--- config.mk ---
export PLATFORM = sky130hd
export DESIGN_NAME = add_sub_div
export DESIGN_NICKNAME = d
export VERILOG_FILES = /design/src/rtl/add_sub_div.sv
export SDC_FILE = /design/constraint.sdc
export NUM_CORES = 1
export LEC_CHECK = 0
export ABC_AREA = 1
export CAP_MARGIN = 20
export CORE_AREA = 2 2 65 67
export DETAILED_ROUTE_END_ITERATION = 12
export DIE_AREA = 0 0 67 69
export PLACE_DENSITY = 0.67
export SLEW_MARGIN = 40
export SYNTH_ARGS = -nofsm -noshare
export SYNTH_HDL_FRONTEND = slang
export SYNTH_SLANG_ARGS = --single-unit
export TNS_END_PERCENT = 5
--- constraint.sdc ---
create_clock -name clk -period 1.97 [get_ports clk]
set_input_delay 0.394 -clock clk [delete_from_list [all_inputs] [get_ports clk]]
set_output_delay 0.394 -clock clk [all_outputs]
set_load 0.1 [all_outputs]
--- src/rtl/add_sub_div.sv ---
// Unsigned restoring divider, one trial subtraction per cycle.
// Define DIV_ZERO_CHK_EN for a 1-cycle divide-by-zero path with err.
module add_sub_div #(
  parameter int WIDTH = 4
) (
  input  logic             clk,
  input  logic             rst_n,
  input  logic             start,
  input  logic [WIDTH-1:0] a,
  input  logic [WIDTH-1:0] b,
  output logic [WIDTH-1:0] q,
  output logic [WIDTH-1:0] r,
  output logic             busy,
  output logic             done,
  output logic             err
);

  localparam int CW = $clog2(WIDTH + 1);

  typedef enum logic [1:0] {
    IDLE,
    RUN,
    DONE
  } state_t;

  state_t           state, state_n;
  logic [WIDTH-1:0] rem, quo, bd;
  logic [CW-1:0]    cnt;
  logic [WIDTH:0]   sh, diff;
  logic [WIDTH-1:0] rem_n, quo_n;
  logic             accept, last;
`ifdef DIV_ZERO_CHK_EN
  logic             zf;
`endif

  assign accept = start && (state == IDLE || state == DONE);
  assign last   = (cnt == CW'(1));
  assign busy   = (state == RUN);
  assign done   = (state == DONE);

  // Shifted partial remainder always fits WIDTH+1 bits since rem < b.
  always_comb begin
    sh    = {rem, quo[WIDTH-1]};
    diff  = sh - {1'b0, bd};
    rem_n = diff[WIDTH] ? sh[WIDTH-1:0] : diff[WIDTH-1:0];
    quo_n = {quo[WIDTH-2:0], ~diff[WIDTH]};
  end

  always_comb begin
    state_n = state;
    unique case (state)
      IDLE:    if (start) state_n = RUN;
      RUN:     if (last) state_n = DONE;
      DONE:    state_n = start ? RUN : IDLE;
      default: state_n = IDLE;
    endcase
  end

  always_ff @(posedge clk) begin
    if (!rst_n) begin
      state <= IDLE;
    end else begin
      state <= state_n;
    end
  end

  always_ff @(posedge clk) begin
    if (!rst_n) begin
      rem <= '0;
      quo <= '0;
      bd  <= '0;
      cnt <= '0;
      q   <= '0;
      r   <= '0;
      err <= 1'b0;
`ifdef DIV_ZERO_CHK_EN
      zf  <= 1'b0;
`endif
    end else if (accept) begin
      quo <= a;
      bd  <= b;
      rem <= '0;
      cnt <= CW'(WIDTH);
`ifdef DIV_ZERO_CHK_EN
      zf  <= (b == '0);
      // Park the dividend in rem and finish after a single cycle.
      if (b == '0) begin
        rem <= a;
        cnt <= CW'(1);
      end
`endif
    end else if (state == RUN) begin
      rem <= rem_n;
      quo <= quo_n;
      cnt <= cnt - CW'(1);
      if (last) begin
        q   <= quo_n;
        r   <= rem_n;
        err <= 1'b0;
`ifdef DIV_ZERO_CHK_EN
        if (zf) begin
          q   <= '1;
          r   <= rem;
          err <= 1'b1;
        end
`endif
      end
    end
  end

endmodule

**Yosys cells after proc, flatten, opt, wreduce, memory -nomap -nowiden**

Index checks and enable logic that the tools add are counted.

- Register bits after elaboration: 25
- Bits in latches: 0
- Bits in writable memories: 0
- Bits in read-only memories: 0
- Bits of input ports: 11
- Output and inout port bits: 11
- Logic and storage cells: 34
- Memories: 0

- Add/sub/neg operators: 2
- Multiply operators: 0
- Div/mod/pow operators: 0
- Order comparisons: 0
- Equal/unequal tests: 5
- Shifts and indexed selects: 0
- Mux-type cells: 9
- Bitwise gates (word level): 3
- Reduce and logical (&&, ||, !) cells: 7

Operators with widths:

| operator | number |
|---|---|
| $mux W4 | 3 |
| $mux W3 | 2 |
| $pmux W2 S3 | 1 |
| $sub A5 B4 Y5 | 1 |
| $mux W2 | 2 |
| $eq A3 B1 Y1 const B | 1 |
| $not A1 Y1 | 3 |
| $reduce_and A3 Y1 | 1 |
| $sub A3 B1 Y3 const B | 1 |
| $eq A2 B1 Y1 const B | 1 |
| $eq A2 B2 Y1 const B | 1 |
| $logic_not A2 Y1 | 1 |
| $ne A2 B1 Y1 const B | 1 |
| $ne A2 B2 Y1 const B | 1 |
| $reduce_and A2 Y1 | 1 |
| $reduce_bool A2 Y1 | 1 |
| $reduce_or A2 Y1 | 1 |
| $logic_and A1 B1 Y1 | 1 |
| $logic_or A1 B1 Y1 | 1 |
| $mux W1 | 1 |

**Longest topological paths before layout**

Gate-level depths: netlist of run 1.

- Depth in word-level cells: 5
- Mapped depth: 12
- Gate-level depth less buffers: 12

**Least setup slack after synthesis of run 1**

Ideal clock, no wire load.

- Kind: flip-flop to output port
- From: register state[1]
- To: output done
- Arrival: 1605 ps
- Data required time: 1576 ps
- Setup slack: -29 ps
- Cell stages (with the launch flop): 3
- Buffers on the path: 0
- Cells stage by stage: dfxtp_1 inv_1 nor2_1

- Longest elaborated chain between the ends: 1

Ends and longest elaborated chain:

| element | RTL line | source |
|---|---|---|
| start, declared | 26 | `state_t state, state_n;` |
| start signal, assigned | 63 | `state <= state_n;` |
| $eq A2 B2 Y1 | 39 | `assign done = (state == DONE);` |
| end, declared | 14 | `output logic done,` |

No other way between the ends.

**Worst setup path after layout of run 1**

- From: register quo[3]
- To: register r[3]

- Longest elaborated chain between the ends: 2

Ends and longest elaborated chain:

| element | RTL line | source |
|---|---|---|
| start, declared | 27 | `logic [WIDTH-1:0] rem, quo, bd;` |
| start signal, assigned | 94 | `quo <= quo_n;` |
| $sub A5 B4 Y5 | 44 | `diff = sh - {1'b0, bd};` |
| $mux W4 | 45 | `rem_n = diff[WIDTH] ? sh[WIDTH-1:0] : diff[WIDTH-1:0];` |
| end signal, assigned | 98 | `r <= rem_n;` |
| end, declared | 12 | `output logic [WIDTH-1:0] r,` |

No other way between the ends.
A chain may end at the register's enable or synchronous reset.

==> results of run 1 <==
-- worst paths after layout --
path          end  slack [ns]  cells past startpoint
max reg2reg  r[3]        0.23                     10
min          q[2]        0.47                      2
max          r[3]        0.23                     10
min reg2reg  q[2]        0.47                      2
-- cell families (layout without fill, tap and decap cells) --
kind of cell    count (synthesis)  after routing  share of synthesized area
simple gates                   83             83                     0.3038
xor+xnor                        1              1                   0.006525
other cells                     1              1                   0.002793
fa+ha+maj                       7              7                    0.07083
buf+inv                        38             58                     0.1239
flops                          25             25                     0.3728
compound gates                 28             28                     0.1193
-- power by group --
| group | total, uW | switching, uW | internal, uW |
|---|---|---|---|
| logic | 345 | 222 | 123 |
| registers | 554 | 19.7 | 535 |
| clock network | 311 | 169 | 142 |
-- cells in the final DEF (no fill, tap or decap), types with 3 or more instances in the layout --
cell,Yosys,layout
nand3_1,23,23
clkdlybuf4s50_1,0,10
inv_2,3,3
inv_1,29,29
o21ai_1,5,5
buf_4,2,9
o21ai_0,7,7
nand2_1,24,24
nand2_2,6,6
nor2_1,23,22
ha_1,6,6
a21oi_1,11,11
dfxtp_1,25,25
clkbuf_8,0,3
-- metal layers --
metal | global-route usage | wire length [um]
met5 | 0 | 0
met1 | 0.1773 | 1410
met2 | 0.2134 | 1266
met3 | 0.01958 | 90
met4 | 0.04082 | 38
-- registers in the layout (all words and copies together), names as in the netlist --
signal / count
bd: 4
q: 4
quo: 4
r: 4
rem: 4
cnt: 3
state: 2
-- area by class of cell --
type | count | area (um^2)
inverter | 33 | 123.9
clock inverter | 1 | 5.005
tap | 50 | 62.56
multi-input combinational | 120 | 678.2
clock buffer | 3 | 41.29
timing repair buffer | 21 | 207.7
fill | 437 | 2295
sequential | 25 | 500.5
-- tightest hold or removal path, cell delays in order, from the launching register on --
cell     delay (ns)
dfxtp_1        0.32
inv_1          0.06
o21ai_1        0.06
-- stage by stage --
stage / hold slack (ns) / setup slack [ns]
floorplan: 0.4326 / 0.3837
global placement: 0.4593 / 0.2850
detailed placement: 0.4648 / 0.2442
CTS: 0.4782 / 0.2205
global route: 0.5083 / 0.06171
finish: 0.4740 / 0.2279
==> out/qor.yml, run 1 <==
run_status:
  status: "finished clean"
critical_path:
  critPathLaunch: "quo[3]"
  crit_fanout: 6
  cp.required_ns: 2.15
  start_kind: "flip-flop"
  critPathKind: "flip-flop to flip-flop"
  arrival_ns: 1.92
  crit_path_end_kind: "flip-flop"
  max_stage_delay_ns: 0.42
  crit_family: "simple AND/OR/NAND/NOR gates"
  crit_chain: "inv_1 -> ha_1 -> inv_1 -> fa_1 -> nand3_1 -> nand3_2 -> nand3_1 -> nand3_1 -> nand2_1 -> inv_1"
  r2r-start: "quo[3]"
  critPathBufInv: 3
  cp_slowest_cell: "fa_1"
die:
  die_width_um: 67
  dieArea_um2: 4623
  die_h_um: 69
  num_rows: 23
  initial_utilization: 0.3430
  coreArea_um2: 3914
  ios: 22
clock_tree:
  cts.path.max_buffers: 2
  cts_sinks: 25
  clkSlewWorstSetupHoldPaths_ns: 0.09
  cts_hold_repair.buffers: 0
  cts_resized: 0
  cts_made_buffers: 3
  post_cts_buffers: 0
  cts_root_buf: "clkbuf_8"
  clkLatencyLatePin_ns: 0.27
  cts_tree: "built"
  ctsHtreeMaxLevel: 1
run:
  maxCapViolCount: 0
synth:
  synth_area_leaders: "dfxtp_1 37%, nand3_1 8.6%, inv_1 8.1%, nand2_1 6.7%, nor2_1 6.4%"
  seq_area_frac_synth: 0.3728
  synth_edf_count: 0
  synthesis.area_um2: 1343
  synth_commonest_cells: "29 x inv_1, 25 x dfxtp_1, 24 x nand2_1, 23 x nand3_1, 23 x nor2_1"
  synth-seq-cells: 25
  netlist_instances: 183
  yosys_warnings: 0
  yosysUniqueCellTypes: 27
  synth.most_common_cell: "inv_1"
  syn_area_per_cell_um2: 7.336
  synth_nets: 201
  synthArstFlopShare: 0
  yosysTopAreaCell: "dfxtp_1"
  synth_ff_type: "dfxtp_1"
  synth_top_area_frac: 0.3728
detailed_routing:
  drc: 0
  drt_iter0_drc: 41
  vias_per_cell: 4.526
  antenna_left: 0
  vias: 1145
  drt_pass1_iterations: 4
  totalWireLength_um: 2806
  detail_route.wl_per_cell_um: 11.09
global_route:
  first_global_vias: 1097
  grt_first_pass_wirelength_um: 4850
  grt_overflow: 0
  grt_usage: 0.1317
  grt_start_max_net_pins: 15
  antenna_found_initial: 0
placement:
  placedInstanceArea_um2: 1573
  placed_cells: 249
  place_hpwl_um: 2155
  port_buffers: 20
  routabilityCongestion: 0.8497
final_layout:
  area.growth.synth_to_final_pct: 20.60
  fin_cells: 253
  fin_util: 0.4137
  nNetsFinal: 222
  antennaDiodeCount: 0
  drive_gt1_frac: 0.1773
  fin_area_um2: 1619
sta:
  fin_crit_sh: 0.8843
  drv_slew: 0
  skew_ns: 0.002876
  fmax_mhz: 574.0
  finalSetupViolCount: 0
  fin_tns_setup_ns: 0
  rsz0062_at_grt: "no"
  final.min_clock_period_ns: 1.742
  hold_viol_final: 0
power:
  power.total_uw: 1210
  max-vdd-ir-drop_uv: 249.0
  p_leak_uw: 0.0007298
  power_density_nw_per_um2: 747.2
worst_hold_path:
  hp-class: "flip-flop to flip-flop"
  hold_path.startpoint: "quo[1]"
No activity file was read; power rests on OpenSTA's default activity.
==> run 2, diff against run 1 <==
- CAP_MARGIN: 20 -> 40
- SLEW_MARGIN: 40 -> 20
==> results of run 2 <==
Same layout as run 1: the final DEF is identical, and so are final timing and power.
